`src/rtl/debounce_pkg.sv`:
```
// Shared types and default parameter values for the button debounce array.
package debounce_pkg;

  typedef enum logic [1:0] {
    ST_IDLE    = 2'b00,
    ST_HELD    = 2'b01,
    ST_REPEAT  = 2'b10,
    ST_INHIBIT = 2'b11
  } state_e;

  localparam int DEF_NCH       = 4;
  localparam int DEF_N_STABLE  = 10;
  localparam int DEF_N_INHIBIT = 20;
  localparam int DEF_N_HOLD    = 22;
  localparam int DEF_N_REPEAT  = 20;
  localparam int DEF_REPEAT_EN = 1;

endpackage

```
`src/rtl/module_debounce_ch.sv`:
```
// Single button channel: two-flop synchroniser, stability/hold/repeat/inhibit
// counters and the press/hold/repeat/inhibit state machine.
module module_debounce_ch
  import debounce_pkg::*;
#(
  parameter int N_STABLE  = DEF_N_STABLE,
  parameter int N_INHIBIT = DEF_N_INHIBIT,
  parameter int N_HOLD    = DEF_N_HOLD,
  parameter int N_REPEAT  = DEF_N_REPEAT,
  parameter int REPEAT_EN = DEF_REPEAT_EN
) (
  input  logic clk,
  input  logic n_reset,
  input  logic button_in,
  output logic db_level,
  output logic press_pulse,
  output logic release_pulse,
  output logic repeat_pulse
);

  localparam bit REP_ON = (REPEAT_EN != 0);
  localparam logic [N_STABLE-1:0]  STAB_ZERO = {N_STABLE{1'b0}};
  localparam logic [N_STABLE-1:0]  STAB_ONE  = {{(N_STABLE-1){1'b0}}, 1'b1};
  localparam logic [N_HOLD-1:0]    HOLD_ZERO = {N_HOLD{1'b0}};
  localparam logic [N_HOLD-1:0]    HOLD_ONE  = {{(N_HOLD-1){1'b0}}, 1'b1};
  localparam logic [N_REPEAT-1:0]  REP_ZERO  = {N_REPEAT{1'b0}};
  localparam logic [N_REPEAT-1:0]  REP_ONE   = {{(N_REPEAT-1){1'b0}}, 1'b1};
  localparam logic [N_INHIBIT-1:0] INH_ZERO  = {N_INHIBIT{1'b0}};
  localparam logic [N_INHIBIT-1:0] INH_ONE   = {{(N_INHIBIT-1){1'b0}}, 1'b1};

  logic                 sync1_r, sync2_r;
  logic [N_STABLE-1:0]  stab_cnt_r;
  logic [N_HOLD-1:0]    hold_cnt_r, hold_nxt_s, hold_inc_s;
  logic [N_REPEAT-1:0]  rep_cnt_r, rep_nxt_s, rep_inc_s;
  logic [N_INHIBIT-1:0] inh_cnt_r, inh_nxt_s, inh_inc_s;
  state_e               state_r, state_nxt_s;
  logic                 db_nxt_s, press_nxt_s, release_nxt_s, repeat_nxt_s;
  logic                 diff_s, stable_high_s, stable_low_s, hold_hit_s, rep_hit_s, inh_msb_s;

  assign diff_s        = sync1_r ^ sync2_r;
  assign stable_high_s = stab_cnt_r[N_STABLE-1] & sync2_r;
  assign stable_low_s  = stab_cnt_r[N_STABLE-1] & ~sync2_r;
  assign hold_inc_s    = hold_cnt_r + HOLD_ONE;
  assign rep_inc_s     = rep_cnt_r + REP_ONE;
  assign inh_inc_s     = inh_cnt_r + INH_ONE;
  // "MSB sets" means this cycle's increment is the one that reaches it
  assign hold_hit_s    = ~hold_cnt_r[N_HOLD-1] & hold_inc_s[N_HOLD-1];
  assign rep_hit_s     = ~rep_cnt_r[N_REPEAT-1] & rep_inc_s[N_REPEAT-1];
  assign inh_msb_s     = inh_cnt_r[N_INHIBIT-1];

  // Synchroniser and saturating stability counter
  always_ff @(posedge clk) begin
    if (!n_reset) begin
      sync1_r    <= 1'b0;
      sync2_r    <= 1'b0;
      stab_cnt_r <= STAB_ZERO;
    end else begin
      sync1_r <= button_in;
      sync2_r <= sync1_r;
      if (diff_s) begin
        stab_cnt_r <= STAB_ZERO;
      end else if (!stab_cnt_r[N_STABLE-1]) begin
        stab_cnt_r <= stab_cnt_r + STAB_ONE;
      end else begin
        stab_cnt_r <= stab_cnt_r;
      end
    end
  end

  // Next-state, counter and output decode
  always_comb begin
    state_nxt_s   = state_r;
    hold_nxt_s    = hold_cnt_r;
    rep_nxt_s     = rep_cnt_r;
    inh_nxt_s     = inh_cnt_r;
    db_nxt_s      = 1'b0;
    press_nxt_s   = 1'b0;
    release_nxt_s = 1'b0;
    repeat_nxt_s  = 1'b0;
    case (state_r)
      ST_IDLE: begin
        if (stable_high_s) begin
          state_nxt_s = ST_HELD;
          hold_nxt_s  = HOLD_ZERO;
          press_nxt_s = 1'b1;
          db_nxt_s    = 1'b1;
        end else begin
          db_nxt_s = 1'b0;
        end
      end
      ST_HELD: begin
        db_nxt_s = 1'b1;
        if (stable_low_s) begin
          state_nxt_s   = ST_INHIBIT;
          inh_nxt_s     = INH_ZERO;
          release_nxt_s = 1'b1;
          db_nxt_s      = 1'b0;
        end else if (REP_ON && hold_hit_s) begin
          state_nxt_s  = ST_REPEAT;
          hold_nxt_s   = hold_inc_s;
          rep_nxt_s    = REP_ZERO;
          repeat_nxt_s = 1'b1;
        end else if (!hold_cnt_r[N_HOLD-1]) begin
          hold_nxt_s = hold_inc_s;
        end else begin
          hold_nxt_s = hold_cnt_r;
        end
      end
      ST_REPEAT: begin
        db_nxt_s = 1'b1;
        if (stable_low_s) begin
          state_nxt_s   = ST_INHIBIT;
          inh_nxt_s     = INH_ZERO;
          release_nxt_s = 1'b1;
          db_nxt_s      = 1'b0;
        end else if (rep_hit_s) begin
          rep_nxt_s    = REP_ZERO;
          repeat_nxt_s = 1'b1;
        end else begin
          rep_nxt_s = rep_inc_s;
        end
      end
      ST_INHIBIT: begin
        db_nxt_s = 1'b0;
        if (inh_msb_s && !sync2_r) begin
          state_nxt_s = ST_IDLE;
        end else if (diff_s) begin
          inh_nxt_s = INH_ZERO;
        end else if (!inh_msb_s) begin
          inh_nxt_s = inh_inc_s;
        end else begin
          inh_nxt_s = inh_cnt_r;
        end
      end
      default: begin
        state_nxt_s = ST_IDLE;
        hold_nxt_s  = HOLD_ZERO;
        rep_nxt_s   = REP_ZERO;
        inh_nxt_s   = INH_ZERO;
      end
    endcase
  end

  // State, counters and registered outputs
  always_ff @(posedge clk) begin
    if (!n_reset) begin
      state_r       <= ST_IDLE;
      hold_cnt_r    <= HOLD_ZERO;
      rep_cnt_r     <= REP_ZERO;
      inh_cnt_r     <= INH_ZERO;
      db_level      <= 1'b0;
      press_pulse   <= 1'b0;
      release_pulse <= 1'b0;
      repeat_pulse  <= 1'b0;
    end else begin
      state_r       <= state_nxt_s;
      hold_cnt_r    <= hold_nxt_s;
      rep_cnt_r     <= rep_nxt_s;
      inh_cnt_r     <= inh_nxt_s;
      db_level      <= db_nxt_s;
      press_pulse   <= press_nxt_s;
      release_pulse <= release_nxt_s;
      repeat_pulse  <= repeat_nxt_s;
    end
  end

endmodule

```
`src/rtl/module_debounce_array.sv`:
```
// Array of NCH independent debounced button channels plus a registered
// any-press flag.
module module_debounce_array
  import debounce_pkg::*;
#(
  parameter int NCH       = DEF_NCH,
  parameter int N_STABLE  = DEF_N_STABLE,
  parameter int N_INHIBIT = DEF_N_INHIBIT,
  parameter int N_HOLD    = DEF_N_HOLD,
  parameter int N_REPEAT  = DEF_N_REPEAT,
  parameter int REPEAT_EN = DEF_REPEAT_EN
) (
  input  logic           clk,
  input  logic           n_reset,
  input  logic [NCH-1:0] button_in,
  output logic [NCH-1:0] db_level,
  output logic [NCH-1:0] press_pulse,
  output logic [NCH-1:0] release_pulse,
  output logic [NCH-1:0] repeat_pulse,
  output logic           any_press
);

  for (genvar g = 0; g < NCH; g++) begin : g_ch
    module_debounce_ch #(
      .N_STABLE  (N_STABLE),
      .N_INHIBIT (N_INHIBIT),
      .N_HOLD    (N_HOLD),
      .N_REPEAT  (N_REPEAT),
      .REPEAT_EN (REPEAT_EN)
    ) u_ch (
      .clk           (clk),
      .n_reset       (n_reset),
      .button_in     (button_in[g]),
      .db_level      (db_level[g]),
      .press_pulse   (press_pulse[g]),
      .release_pulse (release_pulse[g]),
      .repeat_pulse  (repeat_pulse[g])
    );
  end

  // One-cycle-delayed OR of all press pulses
  always_ff @(posedge clk) begin
    if (!n_reset) begin
      any_press <= 1'b0;
    end else begin
      any_press <= |press_pulse;
    end
  end

endmodule

```
`config.mk`:
```
export PLATFORM = sky130hd
export DESIGN_NAME = module_debounce_array
export DESIGN_NICKNAME = d
export VERILOG_FILES = /design/src/rtl/debounce_pkg.sv /design/src/rtl/module_debounce_ch.sv /design/src/rtl/module_debounce_array.sv
export SDC_FILE = /design/constraint.sdc
export NUM_CORES = 1
export LEC_CHECK = 0
export ABC_AREA = 0
export ABC_CLOCK_PERIOD_IN_PS = 3800
export CAP_MARGIN = 25
export CORE_UTILIZATION = 50
export CTS_BUF_LIST = sky130_fd_sc_hd__clkbuf_2 sky130_fd_sc_hd__clkbuf_4 sky130_fd_sc_hd__clkbuf_8
export DETAILED_ROUTE_END_ITERATION = 10
export PLACE_DENSITY = 0.66
export SLEW_MARGIN = 5
export SYNTH_ARGS = -nofsm -noshare
export SYNTH_HDL_FRONTEND = slang
export SYNTH_SLANG_ARGS = --single-unit
```
`constraint.sdc`:
```
create_clock -name clk -period 3.8 [get_ports clk]
set_input_delay 0.57 -clock clk [delete_from_list [all_inputs] [get_ports clk]]
set_output_delay 0.57 -clock clk [all_outputs]
set_load 0.01 [all_outputs]
```
Yosys cells after proc, flatten, opt, wreduce, memory -nomap -nowiden
Cells that the tools add are included.
- register bits after elaboration: 321
- output and inout bits: 17
- logic and storage cells: 351
- add/sub/neg operators: 16
- equal/unequal tests: 56
- multiplexer cells: 124
- bitwise logic cells: 33
- reduce and logical (&&, ||, !) cells: 65
- operators with widths (kind ; number):
    20-bit two-way mux ; 32
    22-bit two-way mux ; 16
    20-bit one-hot mux with 2 select lines ; 8
    22-bit one-hot mux with 2 select lines ; 4
    20-bit by 1-bit adder with 20-bit output (second input constant) ; 8
    22-bit by 1-bit adder with 22-bit output (second input constant) ; 4
    4-bit AND reduction ; 16
    10-bit by 1-bit adder with 10-bit output (second input constant) ; 4
    10-bit two-way mux ; 4
    2-bit two-way mux ; 20
    2-bit by 1-bit inequality test with 1-bit output (second input constant) ; 20
    2-bit one-hot mux with 4 select lines ; 4
    1-bit two-way mux ; 28
    2-bit inequality test (second input constant) ; 12
    3-bit inequality test (second input constant) ; 8
    3-bit AND reduction ; 8
    2-bit nonzero test ; 12
    1-bit bitwise AND ; 16
    2-bit == test (second input constant) ; 8
    2-bit AND reduction ; 8
    2-bit OR reduction ; 8
    1-bit inverter ; 13
    3-bit by 1-bit inequality test with 1-bit output (second input constant) ; 4
    1-bit one-hot mux with 3 select lines ; 4
    other kinds (7) ; 25

Logic depth before layout (Yosys ltp)
Gate-level depths: netlist of run 1.
- word-level depth: 5
- gate-level depth with buffers: 10

Cells and area by module
Synthesis of run 1 repeated with hierarchy kept, for this count alone.
- cells, all modules: 1950
- area, all modules: 16871.2 um2
- modules (own cells, without submodules) (module ; instances ; cells each ; area each (um2) ; sequential area each (um2)):
    module_debounce_ch at g_ch[0].u_ch ... ; 3 ; 483 ; 4224.1 ; 1601.5
    module_debounce_ch at g_ch[1].u_ch ; 1 ; 499 ; 4167.7 ; 1601.5
    module_debounce_array ; 1 ; 2 ; 31.3 ; 20.0

Least setup slack after synthesis of run 1
Ideal clock, no wire load.
- path type: register to register
- start: reg g_ch[2].u_ch.state_r[1]
- end: reg g_ch[2].u_ch.hold_cnt_r[12]
- setup time: 0.119 ns
- arrival time: 2.087 ns
- required time: 3.681 ns
- setup slack: 1.594 ns
- stages on the path, launching flop included: 9
- path buffers: 1
- period minus slack after synthesis: 2.206 ns
- cell sequence: dfxtp_1 inv_1 ha_1 clkbuf_1 nor2b_1 a31oi_1 nor3_1 a21oi_1 o221a_2
- word-level cells in the longest chain between the ends: 3
- elaborated cells on any way between the ends: 8
- classes of those cells: 4 x eq/ne; 1 x mux; 3 x reduce/logical
- RTL lines (element ; RTL line ; source):
    start, declared ; module_debounce_ch.sv:36 ; state_e state_r, state_nxt_s;
    start signal, assigned ; module_debounce_ch.sv:156 ; state_r <= state_nxt_s;
    2-bit by 1-bit == test with 1-bit output / 2-bit logical NOT (equally long branches) ; module_debounce_ch.sv:80 ; case (state_r)
    3-bit inequality test (no source line), or another cell as far along ; -- ;
    4-bit AND reduction (no source line) ; -- ;
    end signal, assigned ; module_debounce_ch.sv:157 ; hold_cnt_r <= hold_nxt_s;
    end, declared ; module_debounce_ch.sv:33 ; logic [N_HOLD-1:0] hold_cnt_r, hold_nxt_s, hold_inc_s;
Parallel ways exist; a longest one is shown, timed or not.
A chain may end at the register's enable or synchronous reset.

Worst setup path after layout of run 1
- start: reg g_ch[3].u_ch.state_r[0]
- end: reg g_ch[3].u_ch.rep_cnt_r[13]
- word-level cells in the longest chain between the ends: 3
- elaborated cells on any way between the ends: 8
- classes of those cells: 5 x eq/ne; 1 x mux; 2 x reduce/logical
- RTL lines (element ; RTL line ; source):
    start, declared ; module_debounce_ch.sv:36 ;
    start signal, assigned ; module_debounce_ch.sv:156 ;
    2-bit == test / 2-bit by 1-bit == test with 1-bit output (equally long branches) ; module_debounce_ch.sv:80 ;
    2-bit inequality test (no source line), or another cell as far along ; -- ;
    4-bit AND reduction (no source line) ; -- ;
    end signal, assigned ; module_debounce_ch.sv:158 ; rep_cnt_r <= rep_nxt_s;
    end, declared ; module_debounce_ch.sv:34 ; logic [N_REPEAT-1:0] rep_cnt_r, rep_nxt_s, rep_inc_s;
Parallel ways exist; a longest one is shown, timed or not.

==> flow_summary_export.csv, run 1 <==
group,metric,value,unit
sta,rsz0062_at_grt,"false",
sta,period_share,74.85,%
power,ir_drop,0.3622,mV
detailed_routing,drt_iter0_drc,682,
detailed_routing,first_pass_iters,5,
sta,max_freq,351.6,MHz
setup_path,critical_path_arrival,3.32,ns
logic_synthesis,syn-num-nets,1948,
floorplanning,die_area,0.03204,sq mm
setup_path,end_kind,"flop",
logic_synthesis,ys_seq_area_share,41.02,%
logic_synthesis,ys_types,77,
placement,gp_congestion,0.8172,
clocking,cts_resized,0,
sta,worstMarginPinSlew,0.9339,ns
clocking,cts_sinks,321,
logic_synthesis,async_reset_ff_share,0,%
outcome,status,"complete, no violations",
floorplanning,initial_utilization,51.08,%
placement,dpl_worst_slack,1.061,ns
sta,fin_crit,2.844,ns
clocking,clock_latency,0.58,ns
placement,port_buffers,22,
flow_run,drv_cap,0,
sta,fin_tns_setup,0,ns
logic_synthesis,yosysTopAreaCell,"dfxtp_1",
placement,dp_hpwl,21580,microns
logic_synthesis,synth.area.top_cells,"dfxtp_1 (41%), nor2_1 (6.3%), xor2_1 (4.4%)",
grt,grt_pass1_wl,55630,microns
clocking,htreeDepth,2,
clocking,clk_pin_slew,0.06,ns
grt,grt_max_degree,56,
final_layout,syn2layout_area_growth,9.951,%
logic_synthesis,ys_ff_latch,321,
setup_path,crit_path_start_kind,"flop",
floorplanning,rows,64,
logic_synthesis,synth_edf_count,0,
final_layout,drive_above_1_share,7.198,%
clocking,holdBufCountCts,0,
sta,setup_viol,0,
detailed_routing,vias,13321,
clocking,cts_root_buf,"clkbuf_8",
floorplanning,core_area,0.03067,sq mm
clocking,cts_tree,"yes",
sta,final_max_slew_viol_count,0,
setup_path,path_max_fanout,25,
power,leakagePower,5.930,nW
grt,antenna_found_initial,0,
logic_synthesis,yosysTopAreaCellShare,41.02,%
detailed_routing,drt.antenna.violating_nets,0,
clocking,postCtsSetupRepairBufs,0,
logic_synthesis,syn_inst,1906,
sta,relSlewSlack,37.45,%
floorplanning,die_w,179.0,microns
clocking,cts_buffers,54,
floorplanning,io_pins,23,
detailed_routing,vias_per_cell,5.690,
grt,grt_overflow,0,
final_layout,antenna_cells,0,
setup_path,cp.required,4.27,ns
detailed_routing,routed_wl,32620,microns
sta,final_hold_viol_count,0,
floorplanning,die_h,179.0,microns
grt,grt_use_total,20.32,%
grt,grt_pass1_vias,12155,
logic_synthesis,synth-main-ff-cell,"dfxtp_1",
setup_path,critPathKind,"flop to flop",
detailed_routing,detail_route.wl_per_cell,13.93,microns
power,p_per_area,393.6,mW/mm^2
logic_synthesis,synth_warnings,0,
sta,fin_ws,0.9558,ns
detailed_routing,drc,0,
worst_hold_path,hold_class,"flop to flop",
sta,clock_skew,0.01716,ns
logic_synthesis,syn_avg_cell_area,8.219,sq um
logic_synthesis,synth.cell_area,0.01567,sq mm
final_layout,nets,1949,
clocking,cts_buffer_depth,3,
[stage by stage]
step | cells | hold WS (ns) | cell area (sq um) | total power [mW] | utilization, %
2_1_floorplan | 1906 | 0.4124 | 15670 | 3.539 | -
3_3_place_gp | 2246 | 0.4255 | 16040 | 3.572 | 52.31
3_5_place_dp | 2247 | 0.4352 | 16050 | 3.575 | 52.33
4_1_cts | 2341 | 0.4371 | 17230 | 6.887 | 56.16
5_1_grt | 2341 | 0.4625 | 17230 | 7.045 | 56.16
6_report | 2341 | 0.4447 | 17230 | 6.779 | 56.16
[cells in the mapped netlist, drive strengths merged (6+ instances only)]
cell type / n
o21ai: 92
xnor2: 44
nand2b: 22
or4: 15
nor4: 17
clkbuf: 53
or3: 38
mux2i: 18
o31ai: 27
nor2b: 33
dfxtp: 321
or2: 10
nor2: 262
nand3: 114
and3: 39
o41ai: 9
ha: 36
inv: 33
nand2: 179
and4: 21
nor3: 51
a311oi: 7
nand3b: 12
and2: 22
nand4: 63
a21oi: 105
o211ai: 11
nor3b: 7
buf: 32
a21o: 12
a31oi: 27
nand4b: 14
a211oi: 6
xor2: 79
a41oi: 8
o22ai: 10
[area by class of cell]
type | count | area (sq um)
tap | 396 | 495.5
multi-input combinational | 1466 | 8723
sequential | 321 | 6426
inverter | 34 | 127.6
fill | 2800 | 13440
timing repair buffer | 30 | 275.3
clock buffer | 85 | 1082
clock inverter | 9 | 95.09
[layout by cell type (no fill, tap or decap), drive strengths merged, types with 11 or more instances in the layout]
master,netlist,layout
inv,33,34
nor2,262,262
nand4,63,63
xor2,79,79
a31oi,27,27
o31ai,27,27
clkbuf,53,85
nand2,179,179
or3,38,38
nand3,114,114
o211ai,11,11
and3,39,39
dfxtp,321,321
mux2i,18,18
a21oi,105,105
a21o,12,12
ha,36,36
and2,22,22
nor4,17,17
nor2b,33,33
nor3,51,51
and4,21,21
clkdlybuf4s50,0,21
nand2b,22,22
nand4b,14,14
nand3b,12,12
or4,15,15
o21ai,92,92
xnor2,44,44
[worst max-delay path: stages, from the launching register on]
cell and delay (ns):
dfxtp_1 0.35, inv_1 0.15, ha_1 0.34, inv_1 0.20
nor3_1 0.24, a31oi_2 0.05, buf_4 0.24, nor2_1 0.74
nand2_1 0.17, o41ai_1 0.25
[per-layer routing]
layer  GRT usage [%]  routed length [microns]  vias up  part of all wire [%]
met5               0                        0        -                     0
met4           5.756                      543        0                   1.7
met1           27.41                    15940     6171                    49
met3           3.308                     1478       48                   4.5
met2           33.29                    14660      266                    45
li1                -                        -     6836                     -
[path summary, 6_finish.rpt]
path / start / endpoint / slack [ns] / depth (start not counted)
worst min-delay path: g_ch[3].u_ch.rep_cnt_r[19] / g_ch[3].u_ch.rep_cnt_r[19] / 0.44 / 2
worst max register to register: g_ch[3].u_ch.state_r[0] / g_ch[3].u_ch.rep_cnt_r[13] / 0.96 / 9
worst max-delay path: g_ch[3].u_ch.state_r[0] / g_ch[3].u_ch.rep_cnt_r[13] / 0.96 / 9
worst min register to register: g_ch[3].u_ch.rep_cnt_r[19] / g_ch[3].u_ch.rep_cnt_r[19] / 0.44 / 2
[registers in the layout (all words and copies together) (netlist names)]
signal / count
g_ch.u_ch.rep_cnt_r: 80
g_ch.u_ch.inh_cnt_r: 80
g_ch.u_ch.sync1_r: 4
g_ch.u_ch.repeat_pulse: 4
any_press: 1
g_ch.u_ch.sync2_r: 4
g_ch.u_ch.release_pulse: 4
g_ch.u_ch.stab_cnt_r: 40
g_ch.u_ch.press_pulse: 4
g_ch.u_ch.state_r: 8
g_ch.u_ch.db_level: 4
g_ch.u_ch.hold_cnt_r: 88
[power by group]
part           internal [mW]  total, mW  switching (mW)
clock network           1.93       3.28            1.35
registers               3.38       3.39          0.0122
logic                 0.0298      0.109          0.0794
[cells by family after synthesis]
family | synth area share (%)
AOI/OAI and AO/OA | 14.72
xor gates and xnor gates | 6.876
adders and majority gates | 2.875
buffers and inverters | 3.338
DFF | 41.02
muxes | 1.294
and+or+nand+nor | 29.88
No activity file was read; power rests on OpenSTA's default activity.
==> inputs of run 2 (changes only) <==
- ABC_CLOCK_PERIOD_IN_PS: 3800 -> 2500
- PLACE_DENSITY: 0.66 -> 0.68
- clock period: 3.8 -> 2.5 ns (I/O delays scaled with it)
==> run 2 against run 1 <==
  * Count of clock-buffer cells in the layout up 2
  * Non-clock buffer count up 47
  * Sequential share of layout area down 0.95 points
  * Register-to-register slack worse by 0.79 ns
  * Power up 54%
  * Largest cell class unchanged
  * Flip-flop and latch count unchanged
  * Critical endpoint is now g_ch[0].u_ch.hold_cnt_r[19]
==> flow_summary_export.csv, run 2 (synthesis results as in run 1) <==
group,metric,value,unit
sta,fin_ws,0.1650,ns
setup_path,cp.required,2.99,ns
placement,dp_hpwl,22160,microns
placement,dpl_worst_slack,0.04371,ns
final_layout,largest-register,"g_ch.u_ch.hold_cnt_r",
detailed_routing,detail_route.wl_per_cell,13.75,microns
final_layout,most-common-layout-cells,"dfxtp_1 (321), nor2_1 (262), nand2_1 (177), nand3_1 (113), a21oi_1 (105)",
setup_path,critical_path_arrival,2.83,ns
clocking,clk_pin_slew,0.06,ns
grt,grt_pass1_wl,56230,microns
grt,grt_use_total,20.50,%
power,ir_drop,0.4782,mV
flow_run,drv_cap,0,
final_layout,drive_above_1_share,10.02,%
detailed_routing,routed_wl,32900,microns
sta,final_hold_viol_count,0,
sta,max_freq,428.3,MHz
floorplanning,die_w,179.0,microns
sta,worstMarginPinSlew,0.7598,ns
floorplanning,die_area,0.03204,sq mm
final_layout,antenna_cells,0,
clocking,cts_buffers,54,
setup_path,path_max_fanout,7,
setup_path,crit_chain,"inv_1, ha_1, nand2b_1, a31oi_1, or3_4, or4_1, a21oi_1",
clocking,htreeDepth,2,
setup_path,end_kind,"flop",
detailed_routing,first_pass_iters,6,
setup_path,critPathKind,"flop to flop",
sta,clock_skew,0.02105,ns
final_layout,nets,1996,
floorplanning,initial_utilization,51.08,%
worst_hold_path,hold_class,"input port to flop",
grt,grt_pass1_vias,12421,
clocking,cts_buffer_depth,3,
clocking,cts_root_buf,"clkbuf_8",
clocking,postCtsSetupRepairBufs,0,
sta,fin_crit,2.335,ns
detailed_routing,drt_iter0_drc,771,
floorplanning,core_area,0.03067,sq mm
clocking,holdBufCountCts,0,
clocking,clock_latency,0.58,ns
floorplanning,die_h,179.0,microns
detailed_routing,vias_per_cell,5.622,
setup_path,crit_path_start_kind,"flop",
placement,gp_congestion,0.8087,
clocking,cts_tree,"yes",
final_layout,top_regs,"g_ch.u_ch.hold_cnt_r x88, g_ch.u_ch.inh_cnt_r x80, g_ch.u_ch.rep_cnt_r x80",
final_layout,layout_commonest_cell,"dfxtp_1",
sta,fin_tns_setup,0,ns
sta,final_max_slew_viol_count,0,
power,leakagePower,6.207,nW
grt,antenna_found_initial,0,
final_layout,final_area,0.01768,sq mm
power,p_per_area,592.2,mW/mm^2
setup_path,critPathMaxStageDelay,0.45,ns
grt,grt_max_degree,62,
final_layout,fill_cells,2852,
clocking,cts_resized,0,
grt,grt_overflow,0,
final_layout,final_util,57.64,%
placement,port_buffers,22,
sta,setup_viol,0,
sta,rsz0062_at_grt,"false",
final_layout,largest_reg_flops,88,
detailed_routing,drc,0,
sta,period_share,93.40,%
detailed_routing,drt.antenna.violating_nets,0,
setup_path,cp_slowest_cell,"or3_4",
sta,relSlewSlack,49.11,%
floorplanning,io_pins,23,
clocking,cts_sinks,321,
floorplanning,rows,64,
detailed_routing,vias,13449,
outcome,status,"complete, no violations",
final_layout,syn2layout_area_growth,12.83,%
placement,dpl-instance-area,0.01640,sq mm
[run 2: cell count changes in the layout (fill, tap and decap cells not counted), moves of 2 or more]
cell | previous run | this run
nor3b_1 | 7 | 5
nor3_1 | 51 | 49
clkbuf_4 | 14 | 12
clkbuf_8 | 71 | 75
nor3b_2 | 0 | 2
nor3_2 | 0 | 2
buf_4 | 8 | 55
[run 2: stage by stage]
step / hold slack (ns) / total power [mW] / std cells
2_1_floorplan: 0.4124 / 5.380 / 1906
3_3_place_gp: 0.4216 / 5.440 / 2293
3_5_place_dp: 0.4374 / 5.444 / 2294
4_1_cts: 0.1222 / 10.62 / 2392
5_1_grt: 0.1341 / 10.90 / 2392
6_report: 0.1522 / 10.47 / 2392
[run 2: routing by layer]
layer  global-route usage (%)  share of wire, %  vias to the layer above
li1                         -                 -                     6948
met1                    27.54                49                     6252
met2                    33.54                45                      194
met3                    3.329               3.6                       55
met4                    6.215               1.9                        0
met5                        0                 0                        -
[run 2: area by class of cell]
cell class                      count  area (sq um)  share of cell area, %
Multi-Input combinational cell   1466          8770                  49.61
Sequential cell                   321          6426                  36.35
Inverter                           34         127.6                 0.7220
Clock inverter                     11         107.6                 0.6087
Tap cell                          396         495.5                  2.803
Clock buffer                       87          1122                  6.349
Timing Repair Buffer               77         628.1                  3.553
[run 2: power by group]
part / leakage, nW / switching (mW) / internal (mW)
sequential: 2.59 / 0.0193 / 5.14
combinational: 2.97 / 0.123 / 0.0529
clock: 0.654 / 2.10 / 3.04
[run 2: path summary, 6_finish.rpt]
check | startpoint | endpoint | slack, ns | cells after the start
max | g_ch[0].u_ch.state_r[0] | g_ch[0].u_ch.hold_cnt_r[19] | 0.16 | 7
min | n_reset | g_ch[3].u_ch.rep_cnt_r[1] | 0.15 | 3
max reg2reg | g_ch[0].u_ch.state_r[0] | g_ch[0].u_ch.hold_cnt_r[19] | 0.16 | 7
min reg2reg | g_ch[1].u_ch.rep_cnt_r[19] | g_ch[1].u_ch.rep_cnt_r[19] | 0.45 | 2
[run 2: critical path: cells and delay by family, from the launching register on]
kind,cells,cell delay [ns]
adders and majority gates,1,0.27
DFF,1,0.39
AOI/OAI and AO/OA,2,0.43
buffers and inverters,1,0.11
and+or+nand+nor,3,1.04
==> inputs of run 3 (changes only) <==
- ABC_CLOCK_PERIOD_IN_PS: 2500 -> 2300
- PLACE_DENSITY: 0.68 -> 0.66
- clock period: 2.5 -> 2.3 ns (I/O delays scaled with it)
==> run 3 against run 2 <==
  * Die area is the same
  * Fmax grew 8.4%
  * Sequential power grew 8.5%
  * Cell area grew 2.1%
  * Core utilization grew 1.2 points
  * Critical path type unchanged
==> flow_summary_export.csv, run 3 (synthesis results as in run 1) <==
group,metric,value,unit
outcome,status,"complete, no violations",
setup_path,crit_chain,"and4_1, nand4_4, or4_4, or4_1, o21ai_0, a21oi_1",
detailed_routing,vias_per_cell,5.656,
floorplanning,die_area,0.03204,sq mm
sta,holdWs,0.2825,ns
floorplanning,rows,64,
grt,grt_pass1_vias,12600,
placement,port_buffers,22,
power,combPwrFrac,1.8,%
power,swShare,21.18,%
clocking,clk_pin_slew,0.06,ns
sta,clock_skew,0.02797,ns
power,leakagePower,6.430,nW
grt,grt_max_degree,62,
power,ir_drop,0.4507,mV
grt,grt_use_total,20.82,%
grt,antenna_found_initial,0,
setup_path,end_kind,"flop",
clocking,cts_root_buf,"clkbuf_8",
placement,dpl_worst_slack,-0.1321,ns
worst_hold_path,hold_class,"input port to flop",
detailed_routing,routed_wl,33240,microns
setup_path,cp.required,2.78,ns
placement,gp_congestion,0.8597,
floorplanning,die_h,179.0,microns
final_layout,drive_above_1_share,12.46,%
floorplanning,initial_utilization,51.08,%
setup_path,critPathKind,"flop to flop",
setup_path,crit_path_start_kind,"flop",
detailed_routing,vias,13726,
placement,dp_hpwl,22310,microns
worst_hold_path,min-delay-start,"n_reset",
sta,fin_crit,2.154,ns
floorplanning,die_w,179.0,microns
setup_path,reg2reg_slack,0.15,ns
detailed_routing,drt.antenna.violating_nets,0,
clocking,cts_tree,"yes",
detailed_routing,drc,0,
final_layout,final_util,58.86,%
sta,relSlewSlack,55.88,%
grt,grt_pass1_wl,56420,microns
detailed_routing,first_pass_iters,5,
flow_run,drv_cap,0,
final_layout,most-common-layout-cells,"dfxtp_1 (319), nor2_1 (259), nand2_1 (177), nand3_1 (110), a21oi_1 (105)",
power,p_sw,2.390,mW
sta,max_freq,464.2,MHz
final_layout,nets,2028,
power,p_int,8.897,mW
clocking,htreeDepth,2,
clocking,cts_buffers,54,
power,seqPwrFrac,49.6,%
setup_path,crit_path_start,"g_ch[1].u_ch.hold_cnt_r[11]",
grt,grt_overflow,0,
power,p_per_area,625.3,mW/mm^2
setup_path,critPathMaxStageDelay,0.56,ns
sta,fin_ws,0.1458,ns
floorplanning,io_pins,23,
final_layout,stdcell_count,2427,
sta,setup_viol,0,
clocking,cts_buffer_depth,3,
clocking,cts_sinks,321,
sta,worstMarginPinSlew,0.6593,ns
power,p_clk_share,48.5,%
setup_path,path_max_fanout,5,
final_layout,fill_cells,2827,
final_layout,top_regs,"g_ch.u_ch.hold_cnt_r x88, g_ch.u_ch.inh_cnt_r x80, g_ch.u_ch.rep_cnt_r x80",
detailed_routing,detail_route.wl_per_cell,13.70,microns
sta,rsz0062_at_grt,"false",
final_layout,antenna_cells,0,
floorplanning,core_area,0.03067,sq mm
final_layout,multiInputGateArea,0.008877,sq mm
sta,fin_tns_setup,0,ns
setup_path,cp_slowest_cell,"or4_4",
sta,final_hold_viol_count,0,
setup_path,r2r-start,"g_ch[1].u_ch.hold_cnt_r[11]",
final_layout,largest_reg_flops,88,
final_layout,layout_commonest_cell,"dfxtp_1",
detailed_routing,drt_iter0_drc,751,
clocking,clock_latency,0.60,ns
placement,place_inst,2324,
final_layout,syn2layout_area_growth,15.22,%
final_layout,largest-register,"g_ch.u_ch.hold_cnt_r",
sta,final_max_slew_viol_count,0,
final_layout,seq_area,0.006429,sq mm
sta,period_share,93.66,%
setup_path,critical_path_arrival,2.64,ns
==> run 3: cell count changes in the layout (fill, tap and decap cells not counted), moves of 3 or more <==
cell      change
nor2_1        -3
clkbuf_4     +12
nand3_2       +3
clkbuf_8      -4
buf_12        +3
buf_4        +28
nand3_1       -3
clkinv_2      -3
==> run 3: per-layer routing <==
layer,global-route usage (%),vias to the layer above,wire (microns)
li1,-,7021,-
met1,27.77,6438,16400
met2,34.09,218,14910
met3,3.753,49,1392
met4,6.215,0,537
met5,0,-,0
==> run 3: area by class of cell <==
cell class	count	area share, %
Multi-Input combinational cell	1466	49.18
Timing Repair Buffer	109	5.039
Tap cell	396	2.745
Clock buffer	95	6.412
Inverter	34	0.7070
Clock inverter	6	0.3050
Sequential cell	321	35.61
==> run 3: metrics by stage <==
step | cell area [sq um] | power [mW]
2_1_floorplan | 15670 | 5.847
3_3_place_gp | 16660 | 5.925
3_5_place_dp | 16660 | 5.931
4_1_cts | 17890 | 11.50
5_1_grt | 18050 | 11.77
6_report | 18050 | 11.29
==> run 3: worst paths after layout <==
path / endpoint / depth (start not counted)
max: g_ch[1].u_ch.state_r[0] / 6
min: g_ch[2].u_ch.rep_cnt_r[19] / 4
max reg2reg: g_ch[1].u_ch.state_r[0] / 6
min reg2reg: g_ch[2].u_ch.rep_cnt_r[19] / 2
==> run 3: critical path: cells and delay by family, from the launching register on <==
family	cells	cell delay [ns]
and+or+nand+nor	4	1.50
DFF	1	0.38
AOI/OAI and AO/OA	2	0.16
==> run 3: what timing repair did <==
action                     4_1_cts  5_1_grt
pin swaps                        0        3
buffers inserted                 0        2
hold buffers                     0        0
gates resized for setup          3       31
setup endpoints to repair       11       52
==> run 3: power groups by stage <==
| stage | Clock (mW) | Combinational (mW) | Sequential, mW |
|---|---|---|---|
| after floorplan | 0 | 0.129 | 5.72 |
| after global placement | 0 | 0.205 | 5.72 |
| after detailed placement | 0 | 0.210 | 5.72 |
| after CTS | 5.69 | 0.211 | 5.60 |
| after global routing | 5.94 | 0.230 | 5.60 |
| final | 5.48 | 0.207 | 5.60 |
